===== config.mk =====
export PLATFORM = sky130hd
export DESIGN_NAME = pgm_rom_loader
export DESIGN_NICKNAME = d
export VERILOG_FILES = /design/src/rtl/pgm_rom_loader.sv
export SDC_FILE = /design/constraint.sdc
export NUM_CORES = 1
export LEC_CHECK = 0
export CAP_MARGIN = 15
export CORE_MARGIN = 3
export CORE_UTILIZATION = 40
export CTS_CLUSTER_SIZE = 8
export DETAILED_ROUTE_END_ITERATION = 16
export HOLD_SLACK_MARGIN = 0.03
export PLACE_DENSITY = 0.62
export SYNTH_ARGS = -nofsm -noshare
export SYNTH_HDL_FRONTEND = slang
export SYNTH_SLANG_ARGS = --single-unit

===== constraint.sdc =====
create_clock -name clk -period 4.1 [get_ports clk]
set_input_delay 0.82 -clock clk [delete_from_list [all_inputs] [get_ports clk]]
set_output_delay 0.82 -clock clk [all_outputs]
set_load 0.01 [all_outputs]

===== src/rtl/pgm_rom_loader.sv =====
// Program-ROM loader: packs HPS download bytes into 16-bit ROM writes, pads the unwritten tail,
// and holds the CPU in reset across the load plus a settle period.
module pgm_rom_loader #(
  parameter int unsigned ADDR_W      = 14,
  parameter bit          FILL_EN     = 1'b1,
  parameter logic [15:0] FILL_WORD   = 16'hFFFF,
  parameter int unsigned HOLD_CYCLES = 64
) (
  input  logic              clk,
  input  logic              reset_n,
  input  logic              ioctl_download,
  input  logic              ioctl_wr,
  input  logic [ADDR_W:0]   ioctl_addr,
  input  logic [7:0]        ioctl_dout,
  output logic              mem_we,
  output logic [ADDR_W-1:0] mem_waddr,
  output logic [15:0]       mem_wdata,
  output logic              cpu_rst,
  output logic              busy,
  output logic [ADDR_W:0]   load_words
);

  localparam int unsigned     CntW     = (HOLD_CYCLES > 1) ? $clog2(HOLD_CYCLES) : 1;
  localparam logic [CntW-1:0] HoldLoad = CntW'(HOLD_CYCLES - 1);
  localparam logic [CntW-1:0] CntOne   = CntW'(1);
  localparam logic [ADDR_W:0] Depth    = {1'b1, {ADDR_W{1'b0}}};
  localparam logic [ADDR_W:0] LastAddr = {1'b0, {ADDR_W{1'b1}}};
  localparam logic [ADDR_W:0] One      = {{ADDR_W{1'b0}}, 1'b1};

  typedef enum logic [2:0] {StLoad, StFlush, StPad, StHold, StRun} state_e;

  state_e            state_q;
  logic              dl_q;
  logic              pend_valid_q;
  logic [7:0]        pend_byte_q;
  logic [ADDR_W-1:0] pend_word_q;
  logic [ADDR_W:0]   hwm_q;
  logic [ADDR_W:0]   pad_addr_q;
  logic [CntW-1:0]   hold_cnt_q;

  logic [ADDR_W-1:0] byte_word;
  logic              dl_rise;
  logic              dl_fall;
  logic [ADDR_W:0]   wr_end;
  logic [ADDR_W:0]   wr_hwm;
  logic [ADDR_W:0]   fl_end;
  logic [ADDR_W:0]   fl_hwm;
  logic              pad_after_load;
  logic              pad_after_flush;

  assign byte_word = ioctl_addr[ADDR_W:1];
  assign dl_rise   = ioctl_download & ~dl_q;
  assign dl_fall   = ~ioctl_download & dl_q;

  // High-water mark is one past the highest word written; ADDR_W+1 bits so a full ROM fits.
  assign wr_end = {1'b0, byte_word} + One;
  assign wr_hwm = (wr_end > hwm_q) ? wr_end : hwm_q;
  assign fl_end = {1'b0, pend_word_q} + One;
  assign fl_hwm = (fl_end > hwm_q) ? fl_end : hwm_q;

  assign pad_after_load  = FILL_EN && (hwm_q < Depth);
  assign pad_after_flush = FILL_EN && (fl_hwm < Depth);

  always_ff @(posedge clk or negedge reset_n) begin
    if (!reset_n) begin
      state_q      <= StHold;
      hold_cnt_q   <= HoldLoad;
      dl_q         <= 1'b0;
      pend_valid_q <= 1'b0;
      pend_byte_q  <= 8'h00;
      pend_word_q  <= '0;
      hwm_q        <= '0;
      pad_addr_q   <= '0;
      cpu_rst      <= 1'b1;
      busy         <= 1'b1;
      mem_we       <= 1'b0;
      mem_waddr    <= '0;
      mem_wdata    <= 16'h0000;
      load_words   <= '0;
    end else begin
      dl_q   <= ioctl_download;
      mem_we <= 1'b0;
      if (dl_rise) begin
        // A fresh download pre-empts whatever was in progress, including pad and hold.
        state_q      <= StLoad;
        cpu_rst      <= 1'b1;
        busy         <= 1'b1;
        pend_valid_q <= 1'b0;
        hwm_q        <= '0;
        load_words   <= '0;
      end else begin
        unique case (state_q)
          StLoad: begin
            if (dl_fall) begin
              if (pend_valid_q) begin
                state_q <= StFlush;
              end else if (pad_after_load) begin
                state_q    <= StPad;
                pad_addr_q <= hwm_q;
              end else begin
                state_q    <= StHold;
                hold_cnt_q <= HoldLoad;
              end
            end else if (ioctl_wr) begin
              if (!ioctl_addr[0]) begin
                pend_byte_q  <= ioctl_dout;
                pend_word_q  <= byte_word;
                pend_valid_q <= 1'b1;
              end else begin
                pend_valid_q <= 1'b0;
                if (pend_valid_q && (pend_word_q == byte_word)) begin
                  mem_we     <= 1'b1;
                  mem_waddr  <= byte_word;
                  mem_wdata  <= {ioctl_dout, pend_byte_q};
                  load_words <= load_words + One;
                  hwm_q      <= wr_hwm;
                end
              end
            end
          end
          StFlush: begin
            // Odd-length file: the orphan low byte gets an erased high byte.
            mem_we       <= 1'b1;
            mem_waddr    <= pend_word_q;
            mem_wdata    <= {8'hFF, pend_byte_q};
            pend_valid_q <= 1'b0;
            load_words   <= load_words + One;
            hwm_q        <= fl_hwm;
            if (pad_after_flush) begin
              state_q    <= StPad;
              pad_addr_q <= fl_hwm;
            end else begin
              state_q    <= StHold;
              hold_cnt_q <= HoldLoad;
            end
          end
          StPad: begin
            mem_we     <= 1'b1;
            mem_waddr  <= pad_addr_q[ADDR_W-1:0];
            mem_wdata  <= FILL_WORD;
            pad_addr_q <= pad_addr_q + One;
            if (pad_addr_q == LastAddr) begin
              state_q    <= StHold;
              hold_cnt_q <= HoldLoad;
            end
          end
          StHold: begin
            if (hold_cnt_q == '0) begin
              state_q <= StRun;
              cpu_rst <= 1'b0;
              busy    <= 1'b0;
            end else begin
              hold_cnt_q <= hold_cnt_q - CntOne;
            end
          end
          StRun: begin
            cpu_rst <= 1'b0;
            busy    <= 1'b0;
          end
          default: begin
            state_q    <= StHold;
            hold_cnt_q <= HoldLoad;
            cpu_rst    <= 1'b1;
            busy       <= 1'b1;
          end
        endcase
      end
    end
  end

endmodule


Word level (Yosys, flattened, before mapping) --
Index checks and enable logic that the tools add are counted.
Storage, ports and cells: bits in registers 110, bits of input ports 27, output and inout port bits 48, logic and storage cells 132
Operators by class: add/subtract/negate cells 5, order comparisons 4, equality and inequality tests 28, multiplexer cells 58, bitwise logic cells 8, reduce and logical (&&, ||, !) cells 16
Operator list (count):
- $mux 15 | 16
- $mux 16 | 4
- $pmux 15 s2 | 2
- $mux 14 | 4
- $pmux 16 s3 | 1
- $pmux 15 s3 | 1
- $pmux 14 s3 | 1
- $mux 6 | 6
- $add 14x1->15 const B | 2
- $add 15x1->15 const B | 2
- $gt 15x15->1 | 2
- $lt 15x15->1 const B | 2
- $pmux 6 s5 | 1
- $ne 2x2->1 const B | 13
- $ne 3x3->1 const B | 8
- $reduce_and 6->1 | 3
- $eq 15x14->1 const B | 1
- $pmux 3 s5 | 1
- $eq 14x14->1 | 1
- $mux 1 | 13
- $mux 3 | 4
- $reduce_and 5->1 | 2
- $reduce_and 8->1 | 1
- $eq 3x2->1 const B | 2
- 18 further kinds | 26

Depth between registers and ports, before layout --
word-level depth 9, depth in mapped cells 14, depth with buffers taken out 13

Least setup slack after synthesis --
Ideal clock, no wire load.
kind in2reg, start point input port ioctl_addr[3], end point register hwm_q[12], setup time 0.126 ns, arrival time 3.515 ns, data required time 3.974 ns, slack 0.459 ns, stages on the path 13, path buffers 1, path through clkbuf_1 > and3_1 > nand3_1 > nor2_1 > nand4_1 > xnor2_1 > ha_1 > a21o_1 > a21o_1 > a211oi_1 > a21oi_4 > nor3b_4 > a221o_1
Between the ends: longest elaborated chain between the ends 8, elaborated cells between the ends (all ways) 14, classes of those cells add/sub (1); order compare (1); eq/ne (3); mux (7); reduce/logical (2)
RTL lines:
- start, declared | line 13 | input logic [ADDR_W:0] ioctl_addr,
- branches (longest 8 deep; another with $add 14x1->15)
- end signal, assigned | line 116 | hwm_q <= wr_hwm;
- end signal, assigned | line 128 | hwm_q <= fl_hwm;
- end, declared | line 37 | logic [ADDR_W:0] hwm_q;
Several ways; the timed one is not identified. The select of a mux whose other input is x is not followed. A chain may end at the register's enable or synchronous reset.

Worst setup path in the final report --
start point input port ioctl_addr[3], end point register hwm_q[8]
Same word-level chain as after synthesis.

==> run_results.csv <==
group,metric,value,unit
flow_run,drv_cap,0,
synthesis,synth_nets,818,
synthesis,avgSynthCellArea,9.20,um2
synthesis,synth_flop_cell,"dfrtp_1",
synthesis,async_flop_share,100,%
worst_setup_path,reg2reg_slack,0.31,ns
worst_setup_path,crit_path_max_fanout,7,
clock_network,cts.sinks,110,
synthesis,synth_warnings,0,
clock_network,cts.hold.buffers_added,0,
sta,finalSetupTns,0,ns
worst_setup_path,critPathMaxStageDelay,0.53,ns
grt,grt-ovfl-total,0,
power_and_ir_drop,finalPower,0.00622,W
synthesis,yosysSeqAreaShare,39.9,%
sta,worst_pin_slew,0.728,ns
worst_setup_path,r2r_cells,14,
synthesis,ys_seq_elements,110,
synthesis,synth_edf_count,0,
power_and_ir_drop,vdd_drop_max,0.000333,V
clock_network,cts_resized,0,
clock_network,clkTransAtPathRegs,0.09,ns
die,rows,47,
detailed_routing,drtIter0Drc,426,
finish,mostFrequentLayoutCells,"dfrtp_1, nand2_1, clkdlybuf4s50_1",
synthesis,synth_area_leaders,"dfrtp_1, ha_1, mux2_2, xnor2_1, nand2_1",
grt,grt_max_degree,111,
grt,antenna_found_initial,0,
worst_setup_path,timing.critical_path.to_type,"flip-flop",
die,die_area,0.0189,mm2
sta,setup_violations,0,
detailed_routing,drc,0,
worst_setup_path,crit_top_cell,"a21o_1",
sta,slew_viol_final,0,
detailed_routing,ant_nets,0,
worst_setup_path,crit_arrival,4.06,ns
worst_setup_path,worstPathRequired,4.35,ns
synthesis,netlist_area,0.00692,mm2
sta,relSlewSlack,51.4,%
clock_network,cts_root_buf,"clkbuf_16",
worst_setup_path,cpLargestDelayFamily,"compound AO/OA/AOI/OAI gates",
grt,grt_pass1_vias,6133,
finish,final_nets,911,
die,ios,75,
finish,drive_gt1_share,14.4,%
worst_setup_path,critical_path_depth,14,
sta,post-route-period-util,92.9,%
finish,diodes,0,
sta,rsz0062_at_grt,"no",
worst_hold_path,hold_path_class,"in2async",
run_status,status,"finished clean",
worst_setup_path,path_buf_inv,2,
power_and_ir_drop,power.density,732,mW/mm2
sta,clock-skew-final,0.00924,ns
synthesis,syn_inst,752,
finish,area_delta_synth_final,22.8,%
detailed_routing,firstDrtPassIters,5,
placement,hpwl,15.0,mm
sta,finalHoldViolations,0,
finish,final_common_cell,"dfrtp_1",
grt,grt_pass1_wl,32.7,mm
detailed_routing,vias,6152,
clock_network,htreeDepth,3,
die,core,0.0168,mm2
sta,min_period,3.81,ns
die,die_y,138,um
worst_setup_path,crit_chain,"clkdlybuf4s50_1 > and3_1 > nand3_1 > nor2_1 > nand4_1 > xnor2_1 > ha_1 > a21o_1 > a21o_1 > a211oi_1 > buf_4 > a21oi_4 > nor3b_4 > a221o_1",
sta,fmax,263,MHz
power_and_ir_drop,p_leak,3.59,nW
synthesis,yosysTopAreaCellShare,36.5,%
worst_setup_path,worstSetupPathType,"in2reg",
worst_setup_path,crit_slowest_cell,"clkdlybuf4s50_1",
clock_network,cts_setup_buffers,0,
detailed_routing,routedWlPerCell,18.9,um
detailed_routing,viasPerCell,5.75,
die,dieWidth,138,um
clock_network,cts_buffer_depth,2,
clock_network,clk_latency,0.37,ns
synthesis,yosysTopAreaCell,"dfrtp_1",
die,start_util,41.3,%
clock_network,cts_tree,"built",
clock_network,numCtsBuffers,9,
placement,gp_congestion,0.929,
worst_setup_path,start_kind,"input port",
synthesis,ys_types,66,
grt,track_usage,22.2,%
placement,port_buffers,74,
detailed_routing,wirelength,20.2,mm
metrics by stage:
| stage | utilization (%) | hold WS [ns] | instances | worst slack [ns] | cell area, um2 |
|---|---|---|---|---|---|
| floorplan | - | 0.456 | 752 | 0.459 | 6920 |
| global placement | 48.7 | 0.466 | 1054 | 0.0114 | 8160 |
| detailed placement | 48.7 | 0.477 | 1054 | -0.0116 | 8160 |
| CTS | 50.6 | 0.498 | 1070 | 0.338 | 8490 |
| global route | 50.7 | 0.512 | 1070 | 0.00700 | 8500 |
| finish | 50.7 | 0.464 | 1070 | 0.291 | 8500 |
path summary, 6_finish.rpt:
check | from | end
setup / recovery | ioctl_addr[3] | hwm_q[8]
hold / removal | reset_n | load_words[11]
setup reg to reg | pend_word_q[1] | pad_addr_q[4]
hold reg to reg | mem_wdata[10] | mem_wdata[10]
max in group asynchronous | reset_n | mem_wdata[9]
min in group clk | mem_wdata[10] | mem_wdata[10]
logic make-up after synthesis:
kind of cell	after synthesis	synth area share [%]
fa+ha+maj	39	7.05
buf+inv	77	4.30
simple gates	242	17.6
compound gates	202	19.6
xor+xnor	48	6.08
flops	110	39.9
mux	34	5.46
layer usage:
| metal | up-vias | routed length (um) | global-route usage (%) |
|---|---|---|---|
| met5 | - | 0 | 0 |
| met3 | 32 | 1090 | 3.10 |
| met4 | 0 | 591 | 8.65 |
| li1 | 2906 | - | - |
| met2 | 184 | 9600 | 36.0 |
| met1 | 3030 | 8940 | 30.0 |
synth_stat cells (14+ instances only):
cell type and count:
dfrtp_1 101, nand2_1 73, nor2_1 54, a21oi_1 41, ha_1 39, inv_1 38, clkbuf_1 34, xnor2_1 34
o21ai_0 31, o21ai_1 31, mux2_2 28, nand3_1 24, and3_1 18, nand4_1 17, a211oi_1 14, xor2_1 14
area by class of cell:
type	count	area (um2)
Clock buffer	9	225
Clock inverter	7	101
Fill cell	1566	8260
Inverter	38	143
Multi-Input combinational cell	565	3870
Sequential cell	110	2760
Tap cell	220	275
Timing Repair Buffer	121	1120
flip-flops by register name, summed over array words and instances (netlist names):
signal and flops:
busy 1, dl_q 1, hold_cnt_q 6, hwm_q 15
load_words 15, mem_waddr 14, mem_wdata 16, mem_we 1
pad_addr_q 15, pend_byte_q 8, pend_valid_q 1, pend_word_q 14
state_q 3
power by group:
group | total (W) | switching (W) | internal (W)
sequential | 0.00187 | 0.000359 | 0.00151
combinational | 0.00339 | 0.00189 | 0.00149
clock | 0.000964 | 0.000509 | 0.000455
total | 0.00622 | 0.00276 | 0.00346
worst register-to-register path: stages (launching register included):
cell	delay, ns
dfrtp_1	0.44
ha_1	0.31
and3_1	0.30
nand3_1	0.12
xnor2_1	0.19
ha_1	0.34
nand4_1	0.24
nor2_1	0.19
o31ai_2	0.17
a211oi_1	0.26
buf_4	0.27
nor2_1	0.06
buf_4	0.19
a221o_1	0.35
mux2_2	0.26
Note: power is estimated with default switching activity, not from simulation.
